## config.mk

```make
export PLATFORM = sky130hd
export DESIGN_NAME = aespim_ghash_mul_seq_flat
export DESIGN_NICKNAME = d
export VERILOG_FILES = /design/src/rtl/aespim_ghash_mul_seq_if.sv /design/src/rtl/aespim_ghash_mul_seq.sv /design/src/flat_wrapper.sv
export SDC_FILE = /design/constraint.sdc
export NUM_CORES = 1
export LEC_CHECK = 0
export CAP_MARGIN = 20
export CELL_PAD_IN_SITES_DETAIL_PLACEMENT = 0
export CELL_PAD_IN_SITES_GLOBAL_PLACEMENT = 2
export CORE_MARGIN = 5
export CORE_UTILIZATION = 35
export DETAILED_ROUTE_END_ITERATION = 7
export MAX_ROUTING_LAYER = met4
export PLACE_DENSITY_LB_ADDON = 0.2
export SLEW_MARGIN = 20
export SYNTH_ARGS = -nofsm -noshare
export SYNTH_HDL_FRONTEND = slang
export SYNTH_SLANG_ARGS = --single-unit
```

## constraint.sdc

```tcl
create_clock -name clk_i -period 6.4 [get_ports clk_i]
set_clock_uncertainty 0.2 [all_clocks]
set_input_delay 0.64 -clock clk_i [delete_from_list [all_inputs] [get_ports clk_i]]
set_output_delay 0.64 -clock clk_i [all_outputs]
set_load 0.02 [all_outputs]
```

## src/rtl/aespim_ghash_mul_seq_if.sv

```systemverilog
// Bundle of the control, result and partial-product datapath signals of the
// sequential GHASH multiplier. The slave side is the multiplier itself; the
// master side is whatever drives it and serves its partial-product requests.
interface aespim_ghash_mul_seq_if;
    logic         start_i;
    logic         abort_i;
    logic [127:0] op_a_i;
    logic [127:0] op_b_i;
    logic         busy_o;
    logic         done_o;
    logic [127:0] result_o;
    logic         pp_req_o;
    logic         pp_gnt_i;
    logic [31:0]  pp_a_o;
    logic [31:0]  pp_b_o;
    logic [2:0]   pp_shift_o;
    logic         pp_rsp_valid_i;
    logic [31:0]  pp_c0_i;
    logic [31:0]  pp_c1_i;
    logic [5:0]   pp_c3_i;

    modport slave (
        input  start_i, abort_i, op_a_i, op_b_i,
        input  pp_gnt_i, pp_rsp_valid_i, pp_c0_i, pp_c1_i, pp_c3_i,
        output busy_o, done_o, result_o,
        output pp_req_o, pp_a_o, pp_b_o, pp_shift_o
    );

    modport master (
        output start_i, abort_i, op_a_i, op_b_i,
        output pp_gnt_i, pp_rsp_valid_i, pp_c0_i, pp_c1_i, pp_c3_i,
        input  busy_o, done_o, result_o,
        input  pp_req_o, pp_a_o, pp_b_o, pp_shift_o
    );
endinterface

```

## src/rtl/aespim_ghash_mul_seq.sv

```systemverilog
// Sequential 128x128 GHASH multiply built from 16 word-pair partial products.
// Each pair (i,j) is handed to a shared clmul32/reduce datapath; the reduced
// response is XOR-folded into a 128-bit accumulator at a word position set by
// the pair shift s = i + j.
//
// state  | meaning
// IDLE   | waiting for start_i; operands captured on accept
// ISSUE  | pp_req_o high for pair k until granted
// WAIT   | request granted, waiting for the reduced response of pair k
// DONE   | one-cycle done_o pulse, result_o holds the finished product
module aespim_ghash_mul_seq (
    input  logic                       clk_i,
    input  logic                       rst_ni,
    aespim_ghash_mul_seq_if.slave      bus
);

    typedef enum logic [1:0] {S_IDLE, S_ISSUE, S_WAIT, S_DONE} state_t;

    state_t       state_q, state_d;
    logic [127:0] op_a_q, op_b_q;
    logic [127:0] acc_q, acc_d;
    logic [127:0] result_q;
    logic [3:0]   k_q;
    logic [1:0]   wi, wj;
    logic [2:0]   shift;
    logic [1:0]   c0_w, c1_w;
    logic         start_acc, rsp_acc;

    assign wi    = k_q[3:2];
    assign wj    = k_q[1:0];
    assign shift = {1'b0, wi} + {1'b0, wj};
    // Word targets repeat with period 4 in s: C0 lands on s mod 4, C1 one above.
    assign c0_w  = shift[1:0];
    assign c1_w  = shift[1:0] + 2'd1;

    // Abort blocks both accepting a start and absorbing a response.
    assign start_acc = (state_q == S_IDLE) && bus.start_i && !bus.abort_i;
    assign rsp_acc   = (state_q == S_WAIT) && bus.pp_rsp_valid_i && !bus.abort_i;

    // Fold the current response into the accumulator; XOR order is irrelevant.
    always_comb begin
        acc_d = acc_q;
        acc_d[32*c0_w +: 32] = acc_d[32*c0_w +: 32] ^ bus.pp_c0_i;
        acc_d[32*c1_w +: 32] = acc_d[32*c1_w +: 32] ^ bus.pp_c1_i;
        if (shift >= 3'd3) begin
            acc_d[31:0] = acc_d[31:0] ^ {26'd0, bus.pp_c3_i};
        end
    end

    // State register.
    always_ff @(posedge clk_i or negedge rst_ni) begin
        if (!rst_ni) begin
            state_q <= S_IDLE;
        end else begin
            state_q <= state_d;
        end
    end

    // Next-state logic; abort overrides every other transition.
    always_comb begin
        state_d = state_q;
        if (bus.abort_i) begin
            state_d = S_IDLE;
        end else begin
            case (state_q)
                S_IDLE:  if (bus.start_i) state_d = S_ISSUE;
                S_ISSUE: if (bus.pp_gnt_i) state_d = S_WAIT;
                S_WAIT:  if (bus.pp_rsp_valid_i) state_d = (k_q == 4'd15) ? S_DONE : S_ISSUE;
                S_DONE:  state_d = S_IDLE;
                default: state_d = S_IDLE;
            endcase
        end
    end

    // Moore-style status outputs; done is suppressed by a same-cycle abort.
    always_comb begin
        bus.busy_o   = (state_q != S_IDLE);
        bus.done_o   = (state_q == S_DONE) && !bus.abort_i;
        bus.pp_req_o = (state_q == S_ISSUE);
    end

    // Operand capture, accumulation, pair counter and result publication.
    always_ff @(posedge clk_i or negedge rst_ni) begin
        if (!rst_ni) begin
            op_a_q   <= '0;
            op_b_q   <= '0;
            acc_q    <= '0;
            k_q      <= '0;
            result_q <= '0;
        end else if (start_acc) begin
            op_a_q <= bus.op_a_i;
            op_b_q <= bus.op_b_i;
            acc_q  <= '0;
            k_q    <= '0;
        end else if (rsp_acc) begin
            acc_q <= acc_d;
            k_q   <= k_q + 4'd1;
            if (k_q == 4'd15) begin
                result_q <= acc_d;
            end
        end
    end

    assign bus.result_o   = result_q;
    assign bus.pp_a_o     = op_a_q[32*wi +: 32];
    assign bus.pp_b_o     = op_b_q[32*wj +: 32];
    assign bus.pp_shift_o = shift;

endmodule

```

## src/flat_wrapper.sv

```systemverilog
// flat-port wrapper written by rule: the top's interface ports become plain ports
module aespim_ghash_mul_seq_flat 
  (clk_i, rst_ni, bus_start_i, bus_abort_i, bus_op_a_i, bus_op_b_i, bus_pp_gnt_i, bus_pp_rsp_valid_i, bus_pp_c0_i, bus_pp_c1_i, bus_pp_c3_i, bus_busy_o, bus_done_o, bus_result_o, bus_pp_req_o, bus_pp_a_o, bus_pp_b_o, bus_pp_shift_o);
  aespim_ghash_mul_seq_if bus_i ();
  input  logic clk_i;
  input  logic rst_ni;
  input wire logic [$bits(bus_i.start_i)-1:0] bus_start_i;
  input wire logic [$bits(bus_i.abort_i)-1:0] bus_abort_i;
  input wire logic [$bits(bus_i.op_a_i)-1:0] bus_op_a_i;
  input wire logic [$bits(bus_i.op_b_i)-1:0] bus_op_b_i;
  input wire logic [$bits(bus_i.pp_gnt_i)-1:0] bus_pp_gnt_i;
  input wire logic [$bits(bus_i.pp_rsp_valid_i)-1:0] bus_pp_rsp_valid_i;
  input wire logic [$bits(bus_i.pp_c0_i)-1:0] bus_pp_c0_i;
  input wire logic [$bits(bus_i.pp_c1_i)-1:0] bus_pp_c1_i;
  input wire logic [$bits(bus_i.pp_c3_i)-1:0] bus_pp_c3_i;
  output wire logic [$bits(bus_i.busy_o)-1:0] bus_busy_o;
  output wire logic [$bits(bus_i.done_o)-1:0] bus_done_o;
  output wire logic [$bits(bus_i.result_o)-1:0] bus_result_o;
  output wire logic [$bits(bus_i.pp_req_o)-1:0] bus_pp_req_o;
  output wire logic [$bits(bus_i.pp_a_o)-1:0] bus_pp_a_o;
  output wire logic [$bits(bus_i.pp_b_o)-1:0] bus_pp_b_o;
  output wire logic [$bits(bus_i.pp_shift_o)-1:0] bus_pp_shift_o;
  assign bus_i.start_i = bus_start_i;
  assign bus_i.abort_i = bus_abort_i;
  assign bus_i.op_a_i = bus_op_a_i;
  assign bus_i.op_b_i = bus_op_b_i;
  assign bus_i.pp_gnt_i = bus_pp_gnt_i;
  assign bus_i.pp_rsp_valid_i = bus_pp_rsp_valid_i;
  assign bus_i.pp_c0_i = bus_pp_c0_i;
  assign bus_i.pp_c1_i = bus_pp_c1_i;
  assign bus_i.pp_c3_i = bus_pp_c3_i;
  assign bus_busy_o = bus_i.busy_o;
  assign bus_done_o = bus_i.done_o;
  assign bus_result_o = bus_i.result_o;
  assign bus_pp_req_o = bus_i.pp_req_o;
  assign bus_pp_a_o = bus_i.pp_a_o;
  assign bus_pp_b_o = bus_i.pp_b_o;
  assign bus_pp_shift_o = bus_i.pp_shift_o;
  aespim_ghash_mul_seq u_core (.clk_i(clk_i), .rst_ni(rst_ni), .bus(bus_i));
endmodule
```

**After elaboration in Yosys (flattened, before gate mapping)**

Cells that the tools add are included.

- Bits in registers: 518
- Input port bits: 332
- Word-level logic and storage cells: 55

- Add/sub/neg operators: 5
- $lt $le $gt $ge: 1
- Eq/ne operators: 7
- Shifts and indexed selects: 8
- Mux-type cells: 13
- Bitwise gates (word level): 4
- Reductions and logical operators: 11

Operators by type and width:

| operator | count |
|---|---|
| 128-bit by 8-bit variable part select with 32-bit output | 4 |
| 128-bit bitwise mux | 2 |
| 128-bit two-way mux | 2 |
| 32-bit by 34-bit variable shift with 128-bit output (first input constant) | 2 |
| 32-bit by 34-bit variable part select with 128-bit output | 2 |
| 7-bit negator with 34-bit output | 2 |
| 32-bit XOR | 2 |
| 32-bit two-way mux | 1 |
| 32-bit by 6-bit XOR with 32-bit output | 1 |
| 2-bit two-way mux | 5 |
| 3-bit inequality test (second input constant) | 3 |
| 4-bit two-way mux | 2 |
| 2-bit one-hot mux with 4 select lines | 1 |
| 3-bit AND reduction | 2 |
| 1-bit logical AND | 5 |
| 4-bit by 1-bit adder with 4-bit output (second input constant) | 1 |
| 2-bit equality test (second input constant) | 2 |
| 4-bit equality test (second input constant) | 1 |
| 2-bit nonzero test | 2 |
| 2-bit by 2-bit adder with 3-bit output | 1 |
| 3-bit by 2-bit greater-or-equal comparator with 1-bit output (second input constant) | 1 |
| 2-bit by 1-bit adder with 2-bit output (second input constant) | 1 |
| 2-bit by 1-bit equality test with 1-bit output (second input constant) | 1 |
| 2-bit zero test | 1 |
| other kinds (2) | 2 |

**Logic depth before layout (Yosys ltp)**

- Depth in word-level cells: 13
- Depth in mapped cells: 17
- Mapped depth without buffers: 9

**Worst setup path after synthesis**

Ideal clock, no wire load.

- Path type: register -> register
- Start: reg u_core.k_q[0]
- End: reg u_core.acc_q[22]
- Library setup time: 0.146 ns
- Arrival: 3.299 ns
- Data required time: 6.054 ns
- Slack: 2.755 ns
- Stages on the path, launching flop included: 16
- Path buffers: 9
- Clock period less this slack: 3.645 ns
- Path through: dfrtp_1 -> ha_1 -> buf_6 -> buf_6 -> buf_4 -> buf_6 -> inv_4 -> clkbuf_1 -> ha_1 -> buf_2 -> and3_1 -> buf_2 -> buf_2 -> nand3_1 -> buf_1 -> o221ai_1

- Cells in the longest elaborated chain, start to end: 13

RTL lines:

| element | line | text |
|---|---|---|
| start, declared | aespim_ghash_mul_seq.sv:23 | `logic [3:0] k_q;` |
| start signal, assigned | aespim_ghash_mul_seq.sv:97 | `k_q <= k_q + 4'd1;` |
| 2-bit by 2-bit adder with 3-bit output (*) | aespim_ghash_mul_seq.sv:31 | `assign shift = {1'b0, wi} + {1'b0, wj};` |
| named net bus_pp_shift_o[0] | flat_wrapper.sv:22 | `output wire logic [$bits(bus_i.pp_shift_o)-1:0] bus_pp_shift_o;` |
| 128-bit by 8-bit variable part select with 32-bit output | aespim_ghash_mul_seq.sv:43 | `acc_d[32*c0_w +: 32] = acc_d[32*c0_w +: 32] ^ bus.pp_c0_i;` |
| 32-bit XOR | aespim_ghash_mul_seq.sv:43 |  |
| 32-bit by 34-bit variable part select with 128-bit output | aespim_ghash_mul_seq.sv:43 |  |
| 128-bit bitwise mux | aespim_ghash_mul_seq.sv:43 |  |
| 128-bit by 8-bit variable part select with 32-bit output | aespim_ghash_mul_seq.sv:44 | `acc_d[32*c1_w +: 32] = acc_d[32*c1_w +: 32] ^ bus.pp_c1_i;` |
| 32-bit XOR | aespim_ghash_mul_seq.sv:44 |  |
| 32-bit by 34-bit variable part select with 128-bit output | aespim_ghash_mul_seq.sv:44 |  |
| 128-bit bitwise mux | aespim_ghash_mul_seq.sv:44 |  |
| 32-bit by 6-bit XOR with 32-bit output | aespim_ghash_mul_seq.sv:46 | `acc_d[31:0] = acc_d[31:0] ^ {26'd0, bus.pp_c3_i};` |
| 32-bit two-way mux (*) | aespim_ghash_mul_seq.sv:45 | `if (shift >= 3'd3) begin` |
| 128-bit two-way mux (*) | aespim_ghash_mul_seq.sv:95 | `end else if (rsp_acc) begin` |
| 128-bit two-way mux (*) | aespim_ghash_mul_seq.sv:90 | `end else if (start_acc) begin` |
| end signal, assigned | aespim_ghash_mul_seq.sv:87 | `acc_q <= '0;` |
| end signal, assigned | aespim_ghash_mul_seq.sv:93 | `acc_q <= '0;` |
| end signal, assigned | aespim_ghash_mul_seq.sv:96 | `acc_q <= acc_d;` |
| end, declared | aespim_ghash_mul_seq.sv:21 | `logic [127:0] acc_q, acc_d;` |

The timed path passes the listed nets; every way through them passes the cells marked *. The select of a mux whose other input is x is not followed.
A chain may end at the register's enable or synchronous reset.

**Final worst setup path**

- Start: reg u_core.k_q[0]
- End: out bus_pp_shift_o[1]

- Cells in the longest elaborated chain, start to end: 1

RTL lines:

| element | line |
|---|---|
| 2-bit by 2-bit adder with 3-bit output | aespim_ghash_mul_seq.sv:31 |
| end, declared | flat_wrapper.sv:22 |

Every way passes these cells.

==> results.py <==
metrics = {
    "cells_and_area": {
        "area_growth_syn_to_layout_pct": 29.5,
        "final_util_pct": 45.6,
        "nets": 3744,
        "drive_above_1_share_pct": 11.7,
        "final_cells": 4535,
        "final_cell_mix": "nand2_1, clkdlybuf4s50_1, dfrtp_1",
        "final_common_cell": "nand2_1",
    },
    "placement": {
        "place_inst": 4397,
        "gp_congestion": 0.829,
        "dp_hpwl_mm": 71.1,
        "io_buffers": 529,
    },
    "power": {
        "p_total_mw": 9.41,
        "p_int_mw": 6.73,
        "power.switching_mw": 2.68,
        "combPwrFrac_pct": 18.5,
        "peakVddDrop_v": 0.000165,
        "swShare_pct": 28.5,
        "p_per_area_nw_per_um2": 257,
        "p_leak_nw": 15.4,
        "pwr-share-clk_pct": 40.7,
        "power.share.sequential_pct": 40.8,
    },
    "synth": {
        "synth_edf_count": 0,
        "ys_seq_elements": 518,
        "synthSimpleGateAreaFrac_pct": 21.3,
        "synth_area_um2": 28300,
        "synth_area_per_cell_um2": 9.41,
        "synthMuxAreaShare_pct": 9.48,
        "ys_seq_area_share_pct": 45.8,
        "netlist_instances": 3006,
        "yosysWarningCount": 0,
        "synth_fa_ha_area_share_pct": 0.292,
        "synth_top_family_by_area": "simple AND/OR/NAND/NOR gates",
        "yosys.area_share.xor_xnor_pct": 2.98,
        "synthesis.nets": 3344,
        "synth_cell_types": 61,
        "synth_compound_area_share_pct": 15.8,
        "ys_async_sr_fraction_pct": 100,
        "synth_flop_cell": "dfrtp_1",
    },
    "clock_network": {
        "root_buffer": "clkbuf_16",
        "cts_tree": "yes",
        "numCtsBuffers": 66,
        "post_cts_buffers": 0,
        "cts_resized": 0,
        "h-tree-depth": 3,
        "path_clk_slew_ps": 60,
        "cts_buffer_depth": 3,
        "cts_sinks": 518,
        "insertion_delay_ps": 610,
        "cts-hold-fix-buffers": 1,
    },
    "setup_path": {
        "cpMaxStageDelayCell": "fa_4",
        "cpPeakStageDelay_ps": 1090,
        "crit_arrival_ps": 4270,
        "r2r-start": "u_core.k_q[0]",
        "path_class": "reg2out",
        "cp_max_fo": 57,
        "critPathTopFamily": "buffers and inverters",
        "end_kind": "output pin",
        "rr_worst_depth": 9,
        "cp_common_cell": "buf_4",
        "crit_chain": "ha_4 > fa_4 > buf_4 > buf_4 > clkdlybuf4s50_1",
        "crit_path_start_kind": "register",
        "critPathBufInv": 3,
        "crit_required_ps": 5560,
        "reg2reg_to": "u_core.bus.result_o[68]",
        "rrSetupSlack_ps": 1590,
    },
    "hold_path": {
        "hold_class": "reg2reg",
        "min_from": "u_core.op_a_q[83]",
        "hold_end": "u_core.op_a_q[83]",
        "whs_path_depth": 2,
    },
    "sta": {
        "setup_viol": 0,
        "fin_crit_ps": 5110,
        "max_slew_margin_pct": 27.1,
        "hold_viol": 0,
        "rsz0062_at_grt": "no",
        "worst_pin_slew_ps": 1090,
        "fin_crit_sh_pct": 79.9,
        "fmax_mhz": 196,
        "fin_tns_setup_ps": 0,
        "slew_viol_final": 0,
    },
    "global_route": {
        "grt_usage_pct": 24.8,
        "grt_max_degree": 201,
        "grt_pass1_vias": 25700,
        "grt_pass1_wl_mm": 162,
        "antenna_found_initial": 17,
        "overflow": 0,
    },
    "job": {
        "maxCapViolations": 0,
    },
    "floorplan": {
        "die-width_um": 294,
        "start_util_pct": 35.2,
        "rows": 104,
        "ios": 530,
        "die_h_um": 294,
        "die_area_um2": 86600,
        "placeableCoreArea_um2": 80400,
    },
    "routing": {
        "routed_via_density": 5.47,
        "ant_nets": 0,
        "num_vias": 24800,
        "post_drt_wl_per_cell_um": 23.7,
        "drt-total-wl_mm": 107,
        "drtPass1Iterations": 5,
        "drt_iter0_drc": 1659,
        "drc_errors": 0,
    },
    "status": {
        "status": "finished, final reports clean",
    },
}
[per-stage QoR]
step	hold slack (ps)	cell area, um^2	setup WS (ps)
after floorplan	144	28300	2760
after global placement	253	34300	1620
after detailed placement	257	34400	1610
after CTS	272	36600	1280
after global routing	282	36600	1150
final	267	36700	1290
[state kept, by name, indices dropped and copies added (netlist names)]
name,cells
u_core.acc_q,128
u_core.bus.result_o,128
u_core.k_q,4
u_core.op_a_q,128
u_core.op_b_q,128
u_core.state_q,2
[how the worst max path moves through the flow]
stage / start / to / slack, ps / cells past startpoint
after floorplan: u_core.k_q[0] / u_core.acc_q[22] / 2760 / 15
after global placement: u_core.k_q[0] / u_core.bus.result_o[68] / 1620 / 9
after detailed placement: u_core.k_q[0] / u_core.acc_q[85] / 1610 / 8
after CTS: u_core.k_q[0] / bus_pp_shift_o[1] / 1280 / 5
after global routing: u_core.k_q[0] / bus_pp_shift_o[1] / 1150 / 5
final: u_core.k_q[0] / bus_pp_shift_o[1] / 1290 / 5
[power groups by stage]
stage          Sequential (mW)  Combinational, mW  Clock, mW
2_1_floorplan             3.83               1.01          0
3_3_place_gp              3.87               1.73          0
3_5_place_dp              3.90               1.75          0
4_1_cts                   3.84               1.76       3.93
5_1_grt                   3.89               1.91       4.06
6_report                  3.84               1.74       3.83
[cells in the mapped netlist (all sizes together) (25+ instances only)]
| master | number | share of area, % |
|---|---|---|
| nor2b | 62 | 1.4 |
| a22oi | 26 | 0.69 |
| xnor2 | 77 | 2.9 |
| a21boi | 31 | 0.82 |
| nand3b | 28 | 0.74 |
| inv | 30 | 0.41 |
| o221ai | 53 | 1.6 |
| nand3 | 47 | 0.83 |
| o32a | 26 | 0.92 |
| buf | 102 | 2.0 |
| nor3b | 31 | 0.82 |
| nand2 | 989 | 13 |
| nand2b | 39 | 0.86 |
| a21oi | 104 | 2.2 |
| a211oi | 31 | 0.82 |
| o211ai | 70 | 1.9 |
| o221a | 25 | 0.99 |
| nor2 | 128 | 1.7 |
| o22ai | 58 | 1.8 |
| dfrtp | 518 | 46 |
| mux4 | 116 | 9.2 |
| clkbuf | 140 | 1.9 |
| o21ai | 175 | 3.1 |
| or4b | 31 | 1.1 |
[final cells by class]
cell class | count | area (um^2)
Fill cell | 7686 | 43800
Multi-Input combinational cell | 2215 | 14200
Sequential cell | 518 | 13000
Timing Repair Buffer | 574 | 5740
Clock buffer | 97 | 1950
Tap cell | 1060 | 1330
Clock inverter | 21 | 262
Inverter | 31 | 119
Antenna cell | 19 | 47.5
[cell families after synthesis]
group | Yosys count
mux | 123
buf+inv | 273
compound gates | 627
flops | 518
simple gates | 1380
fa+ha+maj | 6
xor+xnor | 79
[per-layer routing]
layer / up-vias / track usage, % / share of wire, % / wire length, um
met5: - / - / 0 / 0
met4: 0 / 8.04 / 2.9 / 3150
met3: 182 / 6.88 / 8.3 / 8870
met1: 12300 / 29.9 / 40 / 42700
met2: 929 / 40.5 / 49 / 52600
li1: 11400 / - / - / -
[worst register-to-register path: cells and delay by family (launching register included)]
family	cells	cell delay, ps
simple gates	2	1190
flops	1	430
fa+ha+maj	3	1800
buf+inv	2	810
compound gates	2	310
No activity file was read; power rests on OpenSTA's default activity.
